==> config.mk <==
export PLATFORM = sky130hd
export DESIGN_NAME = rst_release_seq
export DESIGN_NICKNAME = d
export VERILOG_FILES = /design/src/rtl/rst_release_seq.sv
export SDC_FILE = /design/constraint.sdc
export NUM_CORES = 1
export LEC_CHECK = 0
export CORE_MARGIN = 4
export CORE_UTILIZATION = 45
export DETAILED_ROUTE_END_ITERATION = 8
export DONT_BUFFER_PORTS = 1
export PLACE_DENSITY_LB_ADDON = 0.25
export SYNTH_ARGS = -nofsm -noshare
export SYNTH_HDL_FRONTEND = slang
export SYNTH_SLANG_ARGS = --single-unit
==> constraint.sdc <==
create_clock -name clk_i -period 3.2 [get_ports clk_i]
set_input_delay 0.96 -clock clk_i [delete_from_list [all_inputs] [get_ports clk_i]]
set_output_delay 0.96 -clock clk_i [all_outputs]
set_load 0.1 [all_outputs]
==> src/rtl/rst_release_seq.sv <==
// rtl/rst_release_seq.sv - reset synchroniser, stretcher and ordered per-domain reset release
// Optional watchdog re-entry compiled in with RST_SEQ_WDOG_EN.
module rst_release_seq #(
  parameter int NUM_DOM        = 3,
  parameter int STRETCH_CYCLES = 16,
  parameter int GAP_CYCLES     = 4,
  parameter int WDOG_CYCLES    = 1024
) (
  input  logic               clk_i,
  input  logic               rst_ni,
  input  logic               sw_rst_req_i,
  input  logic               alive_i,
  output logic [NUM_DOM-1:0] rst_dom_no,
  output logic               rst_done_o,
  output logic [1:0]         rst_cause_o
);

  localparam int MAX_SG = (STRETCH_CYCLES > GAP_CYCLES) ? STRETCH_CYCLES : GAP_CYCLES;
  localparam int MAX_C  = (MAX_SG > WDOG_CYCLES) ? MAX_SG : WDOG_CYCLES;
  localparam int CNT_W  = $clog2(MAX_C + 1);
  localparam int IDX_W  = (NUM_DOM > 1) ? $clog2(NUM_DOM) : 1;

  localparam logic [CNT_W-1:0] STRETCH_LAST = CNT_W'(STRETCH_CYCLES - 1);
  localparam logic [CNT_W-1:0] GAP_LAST     = CNT_W'(GAP_CYCLES - 1);
  localparam logic [IDX_W-1:0] DOM_LAST     = IDX_W'(NUM_DOM - 1);

  localparam logic [1:0] CAUSE_POR  = 2'd0;
  localparam logic [1:0] CAUSE_SW   = 2'd1;
`ifdef RST_SEQ_WDOG_EN
  localparam logic [1:0] CAUSE_WDOG = 2'd2;
  localparam logic [CNT_W-1:0] WDOG_LAST = CNT_W'(WDOG_CYCLES - 1);
`else
  logic unused_alive;
  assign unused_alive = alive_i;
`endif

  typedef enum logic [1:0] {HOLD, STRETCH, RELEASE, ACTIVE} state_t;

  state_t            state;
  logic [1:0]        sync_q;
  logic [CNT_W-1:0]  cnt;
  logic [IDX_W-1:0]  dom_idx;

  always_ff @(posedge clk_i or negedge rst_ni) begin
    if (!rst_ni) begin
      sync_q <= 2'b00;
    end else begin
      sync_q <= {sync_q[0], 1'b1};
    end
  end

  always_ff @(posedge clk_i or negedge rst_ni) begin
    if (!rst_ni) begin
      state       <= HOLD;
      cnt         <= '0;
      dom_idx     <= '0;
      rst_dom_no  <= '0;
      rst_done_o  <= 1'b0;
      rst_cause_o <= CAUSE_POR;
    end else begin
      case (state)
        HOLD: begin
          // sync_q[0] high means the synchronised reset rises on this very edge
          if (sync_q[0]) begin
            state <= STRETCH;
            cnt   <= '0;
          end
        end
        STRETCH: begin
          if (cnt == STRETCH_LAST) begin
            cnt           <= '0;
            rst_dom_no[0] <= 1'b1;
            if (NUM_DOM == 1) begin
              rst_done_o <= 1'b1;
              state      <= ACTIVE;
            end else begin
              dom_idx <= IDX_W'(1);
              state   <= RELEASE;
            end
          end else begin
            cnt <= cnt + CNT_W'(1);
          end
        end
        RELEASE: begin
          if (cnt == GAP_LAST) begin
            cnt                 <= '0;
            rst_dom_no[dom_idx] <= 1'b1;
            if (dom_idx == DOM_LAST) begin
              rst_done_o <= 1'b1;
              state      <= ACTIVE;
            end else begin
              dom_idx <= dom_idx + IDX_W'(1);
            end
          end else begin
            cnt <= cnt + CNT_W'(1);
          end
        end
        ACTIVE: begin
          if (sw_rst_req_i) begin
            rst_dom_no  <= '0;
            rst_done_o  <= 1'b0;
            rst_cause_o <= CAUSE_SW;
            dom_idx     <= '0;
            cnt         <= '0;
            state       <= STRETCH;
          end
`ifdef RST_SEQ_WDOG_EN
          // cnt doubles as the watchdog counter; it is already zero on ACTIVE entry
          else if (alive_i) begin
            cnt <= '0;
          end else if (cnt == WDOG_LAST) begin
            rst_dom_no  <= '0;
            rst_done_o  <= 1'b0;
            rst_cause_o <= CAUSE_WDOG;
            dom_idx     <= '0;
            cnt         <= '0;
            state       <= STRETCH;
          end else begin
            cnt <= cnt + CNT_W'(1);
          end
`endif
        end
        default: state <= HOLD;
      endcase
    end
  end

endmodule

---- Yosys cells after proc, flatten, opt, wreduce, memory -nomap -nowiden ----
Cells that the tools add are included.
word-level totals
  bits in registers ....................... 21
  latch bits .............................. 0
  bits in writable memories ............... 0
  ROM bits ................................ 0
  input bits .............................. 4
  output and inout bits ................... 6
  word-level logic and storage cells ...... 63
  memories ................................ 0
cells by class
  $add $sub $neg .......................... 2
  $mul .................................... 0
  div/mod/pow operators ................... 0
  $lt $le $gt $ge ......................... 2
  eq/ne operators ......................... 12
  shift operators ......................... 0
  muxes and demuxes ....................... 27
  bitwise logic cells ..................... 1
  reduce and logical (&&, ||, !) cells .... 11
operators with widths
  kind                     number
  $mux W11                 4
  $pmux W11 S4             1
  $mux W2                  9
  $ne A2 B2 Y1 const B     6
  $add A11 B1 Y11 const B  1
  $eq A11 B2 Y1 const B    1
  $eq A11 B4 Y1 const B    1
  $reduce_and A5 Y1        2
  $pmux W2 S4              1
  $reduce_and A4 Y1        2
  $eq A2 B2 Y1 const B     3
  $mux W3                  2
  $pmux W2 S3              1
  $mux W1                  5
  $pmux W2 S2              1
  $reduce_and A2 Y1        2
  $lt A2 B3 Y1 const B     1
  $or A3 B3 Y3             1
  $pmux W1 S3              1
  $reduce_and A3 Y1        1
  $reduce_bool A3 Y1       1
  $add A2 B1 Y2 const B    1
  $demux W1 S2             1
  $eq A2 B1 Y1 const B     1
  other kinds (5)          5

---- Depth between registers and ports, before layout ----
Gate-level depths: netlist of the first run.
  depth in word-level cells ............... 7
  depth in mapped cells ................... 8
  depth with buffers taken out ............ 6

---- Worst setup path after synthesis of the first run ----
OpenSTA, ideal clock, no wires.
  path kind ............................... register -> register
  start ................................... register cnt[4]
  end ..................................... register state[1]
  setup time .............................. 0.125 ns
  arrival time ............................ 2.188 ns
  data required time ...................... 3.075 ns
  setup slack ............................. 0.887 ns
  stages on the path, launching flop included .. 6
  buffers on the path ..................... 1
  period minus slack after synthesis ...... 2.313 ns
  cells stage by stage .................... dfrtp_1 buf_6 or4_4 or4_4 a211oi_4 mux2_4
on the way
  longest elaborated chain between the ends .. 3
  elaborated cells on any way between the ends .. 5
  classes of those cells .................. eq/ne: 4; reduce/logical: 1
RTL lines
  item                                                   line    RTL
  start: declaration                                     41      logic [CNT_W-1:0] cnt;
  start signal: assignment                               81      cnt <= cnt + CNT_W'(1);
  start signal: assignment                               95      cnt <= cnt + CNT_W'(1);
  $eq A11 B2 Y1 / $eq A11 B4 Y1 (equally long branches)  85, 70
  $ne A2 B2 Y1 (no source line)                          -
  $reduce_and A5 Y1 (no source line) *                   -
  end signal: assignment                                 78      state <= RELEASE;
  end signal: assignment                                 90      state <= ACTIVE;
  end signal: assignment                                 105     state <= STRETCH;
  end: declaration                                       39      state_t state;
Mark *: on every way between the ends. The rest lies on a longest branch, timed or not.
A chain may end at the register's enable or synchronous reset.

---- Final worst setup path of the first run ----
Same ends and word-level chain as after synthesis.

==> results.toml, run 1 <==
[outcome]
run_status = "completed"

[critical_path]
r2r_slack_ns = 0.79
worstSetupStartpoint = "cnt[4]"
rr_startpoint = "cnt[4]"
max_stage_delay_ns = 0.60
cp_max_fo = 9
reg2reg_depth = 4
start_kind = "flop"
rr_endpoint = "state[1]"
crit_chain = "or4_4 > or4_4 > a211oi_4 > mux2_4"
cp-end-kind = "flop"
crit_type = "flop to flop"
cp.required_ns = 3.41
cpMaxStageDelayCell = "or4_4"
crit_end = "state[1]"
worstPathArrival_ns = 2.61
crit_top_cell = "or4_4"

[clock_network]
clock_sinks = 21
ctsResizeCount = 0
hold_buffers = 0
numCtsBuffers = 3
cts_setup_buffers = 0
cts_tree = "yes"
max-clock-path-buffers = 2
ctsHtreeMaxLevel = 1
clockRootBuffer = "clkbuf_4"
clk_latency_ns = 0.31
clk_pin_slew_ns = 0.12

[grt]
grt_max_degree = 22
gr-max-usage-layer = "met2"
antenna_found_initial = 0
grt_pass1_vias = 1047
overflow = 0
met2_usage_pct = 24.63
met3_usage_pct = 2.158
track_usage_pct = 15.24
grt_util_met1_pct = 20.63
grt_pass1_wl_um = 4871

[placed_design]
dp_hpwl_um = 2054
placed_cell_area_um2 = 1346
preCtsSetupSlack_ns = 0.8228
dpl.cell_count = 170
gp_congestion = 0.8474
io_buffers = 0

[die]
rows = 19
die_x_um = 62.44
die_h_um = 62.44
core_area_um2 = 2805
io_pins = 10
die-area_um2 = 3899
initial_utilization_pct = 47.55

[synthesis]
yosys.area_share.xor_xnor_pct = 0
synth_ff_type = "dfrtp_1"
synth_top_family_by_area = "simple AND/OR/NAND/NOR gates"
yosys_warnings = 0
synth-edff-count = 0
synthesis.nets = 157
syn_avg_cell_area_um2 = 9.262
synth-async-reset-ratio_pct = 100.0
syn_inst = 144
synth_area_um2 = 1334
synth-seq-cells = 21
ys_types = 41
synth-simple-area-share_pct = 22.98
yosysSeqAreaShare_pct = 39.40
synth.area.mux_share_pct = 3.377
synthAdderAreaFrac_pct = 8.443
synth_compound_area_share_pct = 19.04

[timing]
tightest_slew_ns = 0.9464
hold_ws_ns = 0.3272
tns_ns = 0
max_freq_mhz = 415.5
slew_headroom_pct = 36.91
grt_setup_unrepaired = "false"
hold_viol = 0
fin_crit_ns = 2.407
slew_violations = 0
period_share_pct = 75.22
finalSetupViolCount = 0
clock_skew_ns = 0.001305
setup_slack_ns = 0.7930

[finish]
n_antenna_cell = 0
drive_gt1_share_pct = 7.692
fill_cells = 267
stdcell_count = 174
most-common-layout-cells = "dfrtp_1, inv_1, nand3_1, nand2_1, ha_1"
design_area_um2 = 1374
final_common_cell = "dfrtp_1"
syn_to_final_growth_pct = 3.002
nets = 157
final_util_pct = 48.97

[detailed_routing]
wl_per_cell_um = 15.46
firstDrtPassIters = 4
drc = 0
first_iter_violations = 65
vias = 1067
wl_um = 2690
via_per_inst = 6.132
antenna_left = 0

[power_and_ir_drop]
p_leak_nw = 0.5696
vdd_ir_drop_max_uv = 482.7
finalPower_mw = 1.113
pwr_density_cell_nw_per_um2 = 810.1

[hold_path]
timing.hold.worst.class = "input pin to async pin"

[job]
maxCapViolations = 0
## final cells by class
| cell class | count | area (um2) | area share [%] |
|---|---|---|---|
| clock buffer | 3 | 22.52 | 1.639 |
| tap | 31 | 38.79 | 2.823 |
| multi-input combinational | 104 | 725.7 | 52.82 |
| clock inverter | 1 | 5.005 | 0.3643 |
| timing repair buffer | 1 | 7.507 | 0.5464 |
| sequential | 21 | 525.5 | 38.25 |
| inverter | 13 | 48.80 | 3.552 |
## worst max-delay path: cells and delay by family (launching register included)
kind / cells / cell delay, ns
AO/OA/AOI/OAI: 1 / 0.31
flip-flops: 1 / 0.49
multiplexers: 1 / 0.33
AND/OR/NAND/NOR: 2 / 1.18
## cells by family (layout without fill, tap and decap cells)
family                     after synthesis  count (layout)
muxes                                    4               4
adders and majority gates                9               9
and+or+nand+nor                         53              53
AOI/OAI and AO/OA                       36              36
buffers and inverters                   19              18
other                                    2               2
DFF                                     21              21
## registers in the layout, indices dropped and copies added (netlist names)
| signal | flops |
|---|---|
| cnt | 11 |
| dom_idx | 2 |
| rst_cause_o | 1 |
| rst_dom_no | 3 |
| rst_done_o | 1 |
| state | 2 |
| sync_q | 1 |
## layer usage
layer | vias up | share of wire (%)
met5 | - | 0
met3 | 4 | 2.7
met2 | 20 | 47
met1 | 521 | 49
met4 | 0 | 1.8
li1 | 522 | -
## cell usage after synthesis (2+ instances only)
master    instances  share of area [%]
nand4_1           3                1.4
mux2i_1           3                2.3
a21oi_1           3                1.1
a31oi_1           5                2.3
o31a_1            2                1.3
clkbuf_1          3               0.84
o22ai_1           6                2.8
nand2_1          10                2.8
inv_1            13                3.7
conb_1            2               0.56
a211oi_1          2                1.1
ha_1              9                8.4
o31ai_1           2                1.1
or2_2             2               0.94
nand2b_1          5                2.3
nor3_1            2               0.75
and3_1            2               0.94
o21ai_0           7                2.6
nand3_1          10                3.8
dfrtp_1          21                 39
nor4_1            3                1.4
or4_1             2                1.1
or3_1             5                2.3
nor2b_1           4                1.9
or4_4             2                1.7
## where the power goes
| group | internal [mW] | leakage, nW | switching, mW | total (mW) |
|---|---|---|---|---|
| combinational | 0.204 | 0.281 | 0.293 | 0.497 |
| sequential | 0.310 | 0.271 | 0.176 | 0.486 |
| clock | 0.0467 | 0.0177 | 0.0836 | 0.130 |
## worst min-delay path by stage
stage	from	to	slack, ns
after CTS	rst_ni	rst_dom_no[1]	0.32
final	rst_ni	rst_dom_no[1]	0.33
after floorplan	cnt[1]	cnt[1]	0.49
after global placement	cnt[1]	cnt[1]	0.51
after global routing	rst_ni	rst_dom_no[1]	0.30
after detailed placement	cnt[1]	cnt[1]	0.53
(Power assumes the default switching activity.)
==> inputs of run 2 (changes only) <==
clock period = 2.5 ns   (was 3.2 ns; I/O delays follow)
==> run 2 against run 1 <==
Compared with the run above: global-route usage is 1.0 points lower; register-to-register slack got worse by 0.59 ns; non-clock buffer count up 8; clock skew grew 0.0017 ns; critical path depth is the same; cell count up 4.6%.
==> results.toml, run 2 (same netlist as run 1, synthesis figures left out) <==
[outcome]
run_status = "completed"

[finish]
design_area_um2 = 1433
syn_to_final_growth_pct = 7.411
final_common_cell = "dfrtp_1"
final_util_pct = 51.07
n_antenna_cell = 0
top_register = "cnt"
fill_cells = 262
nets = 165
most-common-layout-cells = "dfrtp_1, inv_1, nand3_1, nand2_1"
drive_gt1_share_pct = 11.92
largest_registers = "cnt (11), rst_dom_no (3)"
largest_reg_flops = 11

[critical_path]
start_kind = "flop"
cp.required_ns = 2.71
rr_startpoint = "cnt[10]"
crit_chain = "or4_4 > or4_4 > a211oi_4 > mux2_4"
worstPathArrival_ns = 2.51
max_stage_delay_ns = 0.60
cp-end-kind = "flop"
crit_top_cell = "or4_4"
worstSetupStartpoint = "cnt[10]"
crit_type = "flop to flop"
cpMaxStageDelayCell = "or4_4"
cp_max_fo = 3

[die]
rows = 19
initial_utilization_pct = 47.55
die_h_um = 62.44
die_x_um = 62.44
io_pins = 10
core_area_um2 = 2805
die-area_um2 = 3899

[timing]
fin_crit_ns = 2.300
tns_ns = 0
grt_setup_unrepaired = "false"
finalSetupViolCount = 0
hold_ws_ns = 0.1184
slew_violations = 0
slew_headroom_pct = 65.00
hold_viol = 0
max_freq_mhz = 434.7
setup_slack_ns = 0.1997
period_share_pct = 92.01
clock_skew_ns = 0.003048
tightest_slew_ns = 0.5201

[grt]
track_usage_pct = 14.24
grt_max_degree = 22
grt_pass1_wl_um = 4554
antenna_found_initial = 0
grt_pass1_vias = 1022
overflow = 0

[detailed_routing]
antenna_left = 0
drc = 0
wl_um = 2734
wl_per_cell_um = 15.02
vias = 1111
first_iter_violations = 79
via_per_inst = 6.104
firstDrtPassIters = 4

[power_and_ir_drop]
power_frac_comb_pct = 58.0
seq_power_share_pct = 30.8
vdd_ir_drop_max_uv = 486.6
switching_share_pct = 48.18
intPower_uw = 758.9
p_sw_uw = 705.5
p_leak_nw = 0.6076
power_frac_clock_pct = 11.2
pwr_density_cell_nw_per_um2 = 1022

[clock_network]
cts_setup_buffers = 0
clk_latency_ns = 0.31
cts_tree = "yes"
numCtsBuffers = 3
hold_buffers = 0
ctsResizeCount = 0
clockRootBuffer = "clkbuf_4"
max-clock-path-buffers = 2
clk_pin_slew_ns = 0.11
ctsHtreeMaxLevel = 1
clock_sinks = 21

[hold_path]
timing.hold.worst.class = "input pin to async pin"

[placed_design]
placed_cell_area_um2 = 1406
gp_congestion = 0.8390
preCtsSetupSlack_ns = 0.2225
dp_hpwl_um = 2077
io_buffers = 0

[job]
maxCapViolations = 0
-- run 2: per-layer routing --
metal	vias to the layer above	share of wire, %	GRT usage, %	routed length, um
met5	-	0	0	0
met4	0	1.1	5.234	29
met3	4	4.9	3.597	134
met2	29	47	21.84	1274
met1	541	47	19.32	1296
li1	537	-	-	-
-- run 2: per-stage QoR --
stage / power (mW) / std cells
6_report: 1.464 / 182
4_1_cts: 1.474 / 182
5_1_grt: 1.565 / 182
2_1_floorplan: 1.137 / 144
3_5_place_dp: 1.309 / 178
3_3_place_gp: 1.284 / 178
-- run 2: final cells by class --
type | instances | area (um2) | area share [%]
Tap cell | 31 | 38.79 | 2.707
Multi-Input combinational cell | 104 | 725.7 | 50.66
Clock buffer | 4 | 26.28 | 1.834
Inverter | 13 | 48.80 | 3.406
Timing Repair Buffer | 9 | 67.56 | 4.716
Sequential cell | 21 | 525.5 | 36.68
-- run 2: critical path: cells and delay by family (launching register included) --
family,cells,cell delay (ns)
and+or+nand+nor,2,1.14
DFF,1,0.42
AOI/OAI and AO/OA,1,0.32
muxes,1,0.32
-- run 2: worst paths after layout --
kind	to	slack [ns]	cells after the start
worst min register to register	cnt[1]	0.55	2
worst max register to register	state[1]	0.20	4
worst min-delay path	rst_cause_o[0]	0.12	0
min in group clk_i	cnt[1]	0.55	2
max in group asynchronous	cnt[6]	2.31	0
worst max-delay path	state[1]	0.20	4
-- run 2: power groups by stage --
stage	Clock, mW	Sequential [mW]	Combinational, mW
global placement	0	0.451	0.833
floorplan	0	0.614	0.523
global route	0.186	0.460	0.918
CTS	0.170	0.452	0.853
detailed placement	0	0.459	0.851
finish	0.164	0.451	0.849
==> inputs of run 3 (changes only) <==
GPL_TIMING_DRIVEN = 0   (was default)
SKIP_CTS_REPAIR_TIMING = 1   (was default)
==> run 3 against run 2 <==
Compared with the run above: sequential power up 38%; flip-flop and latch count unchanged; design area down 1.0%; non-clock buffer count down 3.
==> results.toml, run 3 (same netlist as run 1, synthesis figures left out) <==
[grt]
track_usage_pct = 14.37
grt_pass1_vias = 979
overflow = 0
antenna_found_initial = 0
grt_pass1_wl_um = 4623
grt_max_degree = 22

[timing]
clock_skew_ns = 0.0007710
setup_slack_ns = 0.06247
fin_crit_ns = 2.438
slew_headroom_pct = 36.25
finalSetupViolCount = 0
slew_violations = 0
hold_viol = 0
tns_ns = 0
period_share_pct = 97.50
tightest_slew_ns = 0.9562
grt_setup_unrepaired = "false"
max_freq_mhz = 410.3

[clock_network]
numCtsBuffers = 3
max-clock-path-buffers = 2
clockRootBuffer = "clkbuf_4"
ctsHtreeMaxLevel = 1
clk_latency_ns = 0.31
clock_sinks = 21
cts_tree = "yes"
clk_pin_slew_ns = 0.11

[finish]
n_antenna_cell = 0
nets = 162
multiInputGateArea_um2 = 743.2
syn_to_final_growth_pct = 6.285
fill_cells = 268
stdcell_count = 179
drive_gt1_share_pct = 10.14
final_util_pct = 50.54
largest_registers = "cnt (11), rst_dom_no (3)"
final_common_cell = "dfrtp_1"
largest_reg_flops = 11
design_area_um2 = 1418
top_register = "cnt"
most-common-layout-cells = "dfrtp_1, inv_1, nand2_1"
regArea_um2 = 525.5

[critical_path]
worstPathArrival_ns = 2.65
cp.required_ns = 2.71
cp_max_fo = 9
cp-end-kind = "flop"
crit_type = "flop to flop"
reg2reg_depth = 5
start_kind = "flop"

[die]
rows = 19
core_area_um2 = 2805
die_x_um = 62.44
die_h_um = 62.44
die-area_um2 = 3899
io_pins = 10
initial_utilization_pct = 47.55

[detailed_routing]
first_iter_violations = 71
wl_per_cell_um = 15.35
drc = 0
met2_wirelength_um = 1284
via_per_inst = 6.173
wl_um = 2748
antenna_left = 0
wl_met3_um = 140
firstDrtPassIters = 4
highest_layer = "met4"
drt-met1-wl_um = 1307
vias = 1105

[placed_design]
dp_hpwl_um = 2054
gp_congestion = 0.8351
preCtsSetupSlack_ns = -0.1225
io_buffers = 0
dpl.cell_count = 175
placed_cell_area_um2 = 1373

[job]
maxCapViolations = 0

[hold_path]
timing.hold.worst.class = "input pin to async pin"

[power_and_ir_drop]
pwr_density_cell_nw_per_um2 = 1018
vdd_ir_drop_max_uv = 601.7
p_leak_nw = 0.5846

[outcome]
run_status = "completed"
-- run 3: changes by cell type in the layout (fill, tap and decap cells not counted) --
cell / delta
nor4_1: -1
o2111ai_2: +1
nand3_2: +1
clkbuf_1: +2
buf_1: +1
buf_4: -8
clkinv_2: +1
nand3_1: -1
o2111ai_1: -1
nor4_2: +1
buf_6: +1
-- run 3: metal layers --
metal  global-route usage, %  vias up
met3                   3.957        4
met1                   20.81      535
met2                   21.97       32
met5                       0        -
met4                   1.653        0
li1                        -      534
-- run 3: final cells by class --
class / count / area share, %
clock inverters: 1 / 0.3530
inverters: 13 / 3.442
well taps: 31 / 2.736
plain buffers: 6 / 2.383
multi-input cells: 104 / 52.43
clock buffers: 3 / 1.589
flip-flops and latches: 21 / 37.07
-- run 3: power breakdown --
| group | switching, mW | total [mW] | internal, mW |
|---|---|---|---|
| combinational | 0.382 | 0.653 | 0.271 |
| clock | 0.106 | 0.166 | 0.0599 |
| sequential | 0.227 | 0.624 | 0.397 |
| total | 0.715 | 1.44 | 0.728 |
-- run 3: worst max-delay path, stage by stage, from the launching register on --
cell	delay [ns]
dfrtp_1	0.39
buf_6	0.13
or4_4	0.56
or4_4	0.60
a211oi_4	0.32
mux2_4	0.32
-- run 3: worst paths after layout --
kind                        start  slack [ns]            end
min                        rst_ni        0.11  rst_dom_no[1]
max in group asynchronous  rst_ni        2.31     dom_idx[0]
max reg2reg                cnt[4]        0.06       state[1]
min reg2reg                cnt[1]        0.55         cnt[1]
min in group clk_i         cnt[1]        0.55         cnt[1]
max                        cnt[4]        0.06       state[1]
-- run 3: through the flow --
stage                     power, mW  hold WS [ns]
after floorplan               1.137        0.4544
after global placement        1.243        0.4550
after detailed placement      1.277        0.4550
after CTS                     1.444        0.1027
after global routing          1.550       0.08347
final                         1.443        0.1132
